File: src/rtl/nested_loop_sequencer.sv
// Two-level (outer m / inner n) loop sequencer with run-time bounds,
// start/busy/done handshake, abort, and an optional idle gap between inner runs.
module nested_loop_sequencer #(
  parameter int N_W = 4,
  parameter int M_W = 4,
  parameter int GAP = 1
) (
  input  logic           clk,
  input  logic           reset,
  input  logic           start,
  input  logic           abort,
  input  logic           enable,
  input  logic [N_W-1:0] n_cfg,
  input  logic [M_W-1:0] m_cfg,
  output logic           out,
  output logic [N_W-1:0] n_idx,
  output logic [M_W-1:0] m_idx,
  output logic           busy,
  output logic           done
);

  typedef enum logic [1:0] {
    S_IDLE = 2'd0,
    S_RUN  = 2'd1,
    S_GAP  = 2'd2,
    S_DONE = 2'd3
  } state_t;

  localparam logic [3:0] GAP_LOAD = (GAP > 0) ? 4'(GAP - 1) : 4'd0;

  state_t         state, state_nx;
  logic [N_W-1:0] n_lat, n_lat_nx, n_idx_nx, n_last;
  logic [M_W-1:0] m_lat, m_lat_nx, m_idx_nx, m_last;
  logic [3:0]     gap_cnt, gap_cnt_nx;

  // Bounds are never zero outside IDLE, so cfg-1 cannot wrap while in use.
  assign n_last = n_lat - N_W'(1);
  assign m_last = m_lat - M_W'(1);

  always_ff @(posedge clk or posedge reset) begin
    if (reset) begin
      state   <= S_IDLE;
      n_lat   <= '0;
      m_lat   <= '0;
      n_idx   <= '0;
      m_idx   <= '0;
      gap_cnt <= '0;
    end else begin
      state   <= state_nx;
      n_lat   <= n_lat_nx;
      m_lat   <= m_lat_nx;
      n_idx   <= n_idx_nx;
      m_idx   <= m_idx_nx;
      gap_cnt <= gap_cnt_nx;
    end
  end

  always_comb begin
    state_nx   = state;
    n_lat_nx   = n_lat;
    m_lat_nx   = m_lat;
    n_idx_nx   = n_idx;
    m_idx_nx   = m_idx;
    gap_cnt_nx = gap_cnt;

    case (state)
      S_IDLE: begin
        if (start) begin
          n_lat_nx = n_cfg;
          m_lat_nx = m_cfg;
          n_idx_nx = '0;
          m_idx_nx = '0;
          state_nx = (n_cfg == '0 || m_cfg == '0) ? S_DONE : S_RUN;
        end
      end
      S_RUN: begin
        if (enable) begin
          if (n_idx == n_last) begin
            n_idx_nx = '0;
            if (m_idx == m_last) begin
              state_nx = S_DONE;
            end else begin
              m_idx_nx = m_idx + M_W'(1);
              if (GAP > 0) begin
                gap_cnt_nx = GAP_LOAD;
                state_nx   = S_GAP;
              end
            end
          end else begin
            n_idx_nx = n_idx + N_W'(1);
          end
        end
      end
      S_GAP: begin
        if (enable) begin
          if (gap_cnt == '0) state_nx = S_RUN;
          else               gap_cnt_nx = gap_cnt - 4'd1;
        end
      end
      S_DONE: state_nx = S_IDLE;
      default: state_nx = S_IDLE;
    endcase

    if (abort) begin
      state_nx   = S_IDLE;
      n_idx_nx   = '0;
      m_idx_nx   = '0;
      gap_cnt_nx = '0;
    end
  end

  assign out  = (state == S_RUN) & enable;
  assign busy = (state == S_RUN) | (state == S_GAP);
  assign done = (state == S_DONE);

endmodule

File: config.mk
export PLATFORM = sky130hd
export DESIGN_NAME = nested_loop_sequencer
export DESIGN_NICKNAME = d
export VERILOG_FILES = /design/src/rtl/nested_loop_sequencer.sv
export SDC_FILE = /design/constraint.sdc
export NUM_CORES = 1
export LEC_CHECK = 0
export ABC_CLOCK_PERIOD_IN_PS = 2000
export CORE_MARGIN = 1.5
export CORE_UTILIZATION = 48
export DETAILED_ROUTE_END_ITERATION = 12
export PLACE_DENSITY = 0.78
export SLEW_MARGIN = 20
export SYNTH_ARGS = -nofsm -noshare
export SYNTH_HDL_FRONTEND = slang
export SYNTH_SLANG_ARGS = --single-unit
File: constraint.sdc
create_clock -name clk -period 2 [get_ports clk]
set_input_delay 0.3 -clock clk [delete_from_list [all_inputs] [get_ports clk]]
set_output_delay 0.3 -clock clk [all_outputs]
set_load 0.02 [all_outputs]
; Word-level counts from Yosys, hierarchy flattened
; Cells that the tools add are included.
[totals]
reg_bits = 22
input_bits = 13
out_inout_bits = 11
elab_cells = 63
[classes]
n_addsub = 5
n_eq_ne = 12
muxes = 26
n_bitwise = 2
n_reduce_logical = 12
[ops]
columns = operator, n
row1 = 2-to-1 mux 4 bit, 14
row2 = case mux 4 bit (2 select lines), 3
row3 = "inequality test 3 bit, second input constant", 7
row4 = 2-to-1 mux 2 bit, 7
row5 = logical NOT 4 bit, 3
row6 = "subtractor 4 x 1 -> 4 bit, second input constant", 3
row7 = AND reduction 5 bit, 2
row8 = "adder 4 x 1 -> 4 bit, second input constant", 2
row9 = equality test 4 bit, 2
row10 = case mux 2 bit (4 select lines), 1
row11 = AND reduction 6 bit, 1
row12 = nonzero test 3 bit, 2
row13 = "equality test 2 bit, second input constant", 2
row14 = AND reduction 3 bit, 1
row15 = "equality test 2 x 1 -> 1 bit, second input constant", 1
row16 = logical NOT 2 bit, 1
row17 = AND reduction 2 bit, 1
row18 = AND 1 bit, 1
row19 = logical OR 1 bit, 1
row20 = 2-to-1 mux 1 bit, 1
row21 = bitwise OR 1 bit, 1

; Longest topological paths before layout
[depth]
word_depth = 7
mapped_depth = 7
depth_no_buf = 7

; Worst setup path before layout
; No wires, ideal clock.
[synth_path]
path_kind = flip-flop to flip-flop
startpoint = reg n_lat[0]
endpoint = reg m_idx[0]
setup_ps = 125
arrival_time_ps = 1850
required_time_ps = 1875
slack_ps = 26
stages_incl_launch_ff = 8
n_path_buf = 0
period_less_slack_ps = 1974
cell_sequence = dfrtp_1 > inv_1 > ha_1 > xnor3_2 > and3_4 > a21oi_4 > nor3_1 > mux2_2
[synth_between]
elab_chain_cells = 4
[synth_lines]
columns = item, line
row1 = start: declaration, 32  ; logic [N_W-1:0] n_lat, n_lat_nx, n_idx_nx, n_last;
row2 = start signal: assignment, 50  ; n_lat <= n_lat_nx;
row3 = subtractor 4 x 1 -> 4 bit, 37  ; assign n_last = n_lat - N_W'(1);
row4 = equality test 4 bit, 78  ; if (n_idx == n_last) begin
row5 = inequality test 3 bit (no line), n/a
row6 = AND reduction 5 bit (no line), n/a
row7 = end signal: assignment, 53  ; m_idx <= m_idx_nx;
row8 = end: declaration, 17  ; output logic [M_W-1:0] m_idx,
; No other way between the ends.
; A chain may end at the register's enable or synchronous reset.

; Worst setup path in the final report
[layout_path]
startpoint = reg n_lat[1]
endpoint = reg state[0]
[layout_between]
elab_chain_cells = 4
[layout_lines]
columns = item, line
row1 = subtractor 4 x 1 -> 4 bit, 37
row2 = equality test 4 bit, 78
row3 = inequality test 3 bit (no line), n/a
row4 = AND reduction 5 bit (no line), n/a
row5 = end signal: assignment, 49  ; state <= state_nx;
row6 = end: declaration, 31  ; state_t state, state_nx;
; No other way between the ends.

==> impl_metrics.env <==
export IMPL_slew_headroom_pct=72.8
export IMPL_drc_errors=0
export IMPL_cts_buffer_depth=2
export IMPL_clock_latency_ns=0.32
export IMPL_drive_gt1_share_pct=31.0
export IMPL_violations="negative setup slack"
export IMPL_core_area_um2=3000
export IMPL_viasPerCell=5.78
export IMPL_reg2reg_from="n_lat[1]"
export IMPL_powerDensity_nw_per_um2=1170
export IMPL_top_usage_layer="met2"
export IMPL_drv_cap=0
export IMPL_cp_required_ns=2.23
export IMPL_synth_top_cell_area_share_pct=36.9
export IMPL_slew_violations=0
export IMPL_io_buffer_count=23
export IMPL_cts_tree="built"
export IMPL_start_kind="flop"
export IMPL_crit_slowest_cell="or4_4"
export IMPL_ys_types=42
export IMPL_avgSynthCellArea_um2=9.80
export IMPL_grt_overflow_total=0
export IMPL_cp_arrival_ns=2.26
export IMPL_grtUsageMet2_pct=42.7
export IMPL_ctsHoldBuffers=0
export IMPL_status="finished, violations left"
export IMPL_grt_pass1_wl_um=6090
export IMPL_holdWs_ns=0.319
export IMPL_num_rows=20
export IMPL_worst_path_buf_inv=1
export IMPL_regToRegEndpoint="state[0]"
export IMPL_synth_main_ff_cell="dfrtp_1"
export IMPL_htree_num_levels=1
export IMPL_max_freq_mhz=493
export IMPL_grt_usage_pct=23.6
export IMPL_worst_pin_slew_ns=0.405
export IMPL_end_kind="flop"
export IMPL_drt_iter0_markers=60
export IMPL_die_area_um2=3450
export IMPL_grt_util_met1_pct=27.7
export IMPL_nets=228
export IMPL_ios=24
export IMPL_tritoncts_num_buffers=3
export IMPL_die_h_um=58.7
export IMPL_setup_viol=1
export IMPL_vdd_drop_max_v=0.000764
export IMPL_die_w_um=58.7
export IMPL_critPathMaxFanout=2
export IMPL_vias=1363
export IMPL_use_met3_pct=4.62
export IMPL_grt_max_degree=23
export IMPL_min_period_over_period_pct=101
export IMPL_cp_cell_sequence="inv_1, ha_1, xor2_1, and3_4, a31oi_4, or4_4, o311ai_4"
export IMPL_p_leak_nw=0.991
export IMPL_r2r_cells=7
export IMPL_hpwl_um=2810
export IMPL_drt_first_pass_iters=6
export IMPL_cp_top_family="simple AND/OR/NAND/NOR gates"
export IMPL_layout_setup_ws_ns=-0.0299
export IMPL_initial_utilization_pct=49.6
export IMPL_detail_route_antenna_nets=0
export IMPL_antenna_found_initial=0
export IMPL_min_period_ns=2.03
export IMPL_syn_num_nets=176
export IMPL_fill_cells=226
export IMPL_grt_pass1_vias=1385
export IMPL_clockRootBuffer="clkbuf_4"
export IMPL_final_cells=236
export IMPL_yosys_warnings=0
export IMPL_netlist_top_cells_area="dfrtp_1, ha_1, mux2_2"
export IMPL_area_growth_pct=44.8
export IMPL_wirelength_um=3880
export IMPL_hold_violations=0
export IMPL_synth_edf_count=0
export IMPL_clock_sinks=22
export IMPL_syn_inst=152
export IMPL_power_mw=2.52
export IMPL_yosys_area_top_type="dfrtp_1"
export IMPL_skew_ns=0.00392
export IMPL_yosysSeqAreaShare_pct=36.9
export IMPL_ys_ff_latch=22
export IMPL_synthArstFlopShare_pct=100
export IMPL_hold_class="in2async"
export IMPL_diodes=0
export IMPL_dp_cells=227
export IMPL_grt_setup_unrepaired="true"
export IMPL_wire_per_inst_um=16.4
export IMPL_path_class="reg2reg"
export IMPL_rrSetupSlack_ns=-0.03
export IMPL_synth_cell_area_um2=1490
export IMPL_clkTransAtPathRegs_ns=0.13
export IMPL_gp_congestion=0.821
export IMPL_cpPeakStageDelay_ns=0.57
-- worst max path at each step --
| stage | start | endpoint | slack [ns] | depth (start not counted) |
|---|---|---|---|---|
| global placement | n_lat[0] | m_idx[3] | 0.07 | 7 |
| detailed placement | n_lat[0] | state[0] | -0.08 | 7 |
| CTS | n_lat[0] | state[0] | -0.01 | 7 |
| global route | n_lat[1] | state[0] | -0.09 | 7 |
| floorplan | n_lat[0] | m_idx[0] | 0.03 | 7 |
| finish | n_lat[1] | state[0] | -0.03 | 7 |
-- flip-flops by register name, summed over array words and instances, names as in the netlist --
name     cells
gap_cnt      4
m_idx        4
m_lat        4
n_idx        4
n_lat        4
state        2
-- report_power, final --
group          internal (mW)  total [mW]  leakage, nW  switching, mW
clock network          0.203       0.352       0.0279          0.149
registers              0.561       0.682        0.285          0.120
logic                  0.748        1.49        0.677          0.738
-- cell families (layout without fill, tap and decap cells) --
family                   after synthesis  after routing  share of synthesized area (%)
AND/OR/NAND/NOR                       50             50                           17.9
AO/OA/AOI/OAI                         30             30                           15.3
flip-flops                            22             22                           36.9
buffers and inverters                 19             70                           4.87
adder cells (fa/ha/maj)               11             11                           9.24
XOR/XNOR                              10             10                           8.31
multiplexers                          10             10                           7.47
-- worst register-to-register path, stage by stage, from the launching register on --
cell and delay [ns]:
dfrtp_1 0.38, inv_1 0.05, ha_1 0.30, xor2_1 0.21, and3_4 0.25, a31oi_4 0.09
or4_4 0.57, o311ai_4 0.10
-- placed cells by master (no fill, tap or decap), types with 3 or more instances in the layout --
cell / instances
buf_4: 24
clkbuf_4: 3
inv_1: 17
xor2_1: 5
clkdlybuf4s50_1: 21
ha_1: 9
dfrtp_1: 21
nand2b_1: 5
nor4_1: 3
nand3_1: 3
nand2_1: 14
a21oi_1: 4
o41ai_4: 3
nor2_1: 5
mux2_2: 9
-- per-stage QoR --
stage / instance area, um^2 / TNS (ns) / utilization (%) / setup WS (ns)
floorplan: 1490 / 0 / - / 0.0258
global placement: 1910 / 0 / 63.5 / 0.0654
detailed placement: 1910 / -0.142 / 63.5 / -0.0801
CTS: 2030 / -0.0204 / 67.5 / -0.0114
global route: 2160 / -0.391 / 71.9 / -0.0892
finish: 2160 / -0.0299 / 71.9 / -0.0299
-- cells in the mapped netlist, drive strengths merged (2+ instances only) --
| master | instances |
|---|---|
| nor3b | 2 |
| ha | 11 |
| a21oi | 6 |
| nor4 | 3 |
| o22ai | 2 |
| xnor3 | 2 |
| xor2 | 5 |
| and3 | 2 |
| dfrtp | 22 |
| or3 | 2 |
| o41ai | 6 |
| inv | 18 |
| a31oi | 2 |
| nor3 | 4 |
| nand2 | 14 |
| o21ai | 4 |
| nor2b | 2 |
| xnor2 | 3 |
| and2 | 2 |
| mux2 | 9 |
| nand3 | 3 |
| o311ai | 3 |
| nand2b | 5 |
| nor2 | 6 |
-- final cells by class --
class / count / area, um^2 / share of cell area, %
Multi-Input combinational cell: 111 / 1020 / 47.4
Sequential cell: 22 / 552 / 25.6
Timing Repair Buffer: 48 / 419 / 19.4
Inverter: 18 / 70.1 / 3.25
Tap cell: 33 / 41.3 / 1.91
Clock inverter: 1 / 30.0 / 1.39
Clock buffer: 3 / 22.5 / 1.04
-- timing repair --
| item | CTS | global route |
|---|---|---|
| setup buffers | 0 | 5 |
| endpoints found under the setup margin | 6 | 9 |
| pin swaps | 1 | 12 |
| resized for setup | 14 | 20 |
-- per-layer routing --
| metal | vias to the layer above | share of wire, % |
|---|---|---|
| met5 | - | 0 |
| met4 | 0 | 1.2 |
| met3 | 6 | 4.5 |
| met2 | 46 | 55 |
| met1 | 656 | 39 |
| li1 | 655 | - |
(Power assumes the default switching activity.)
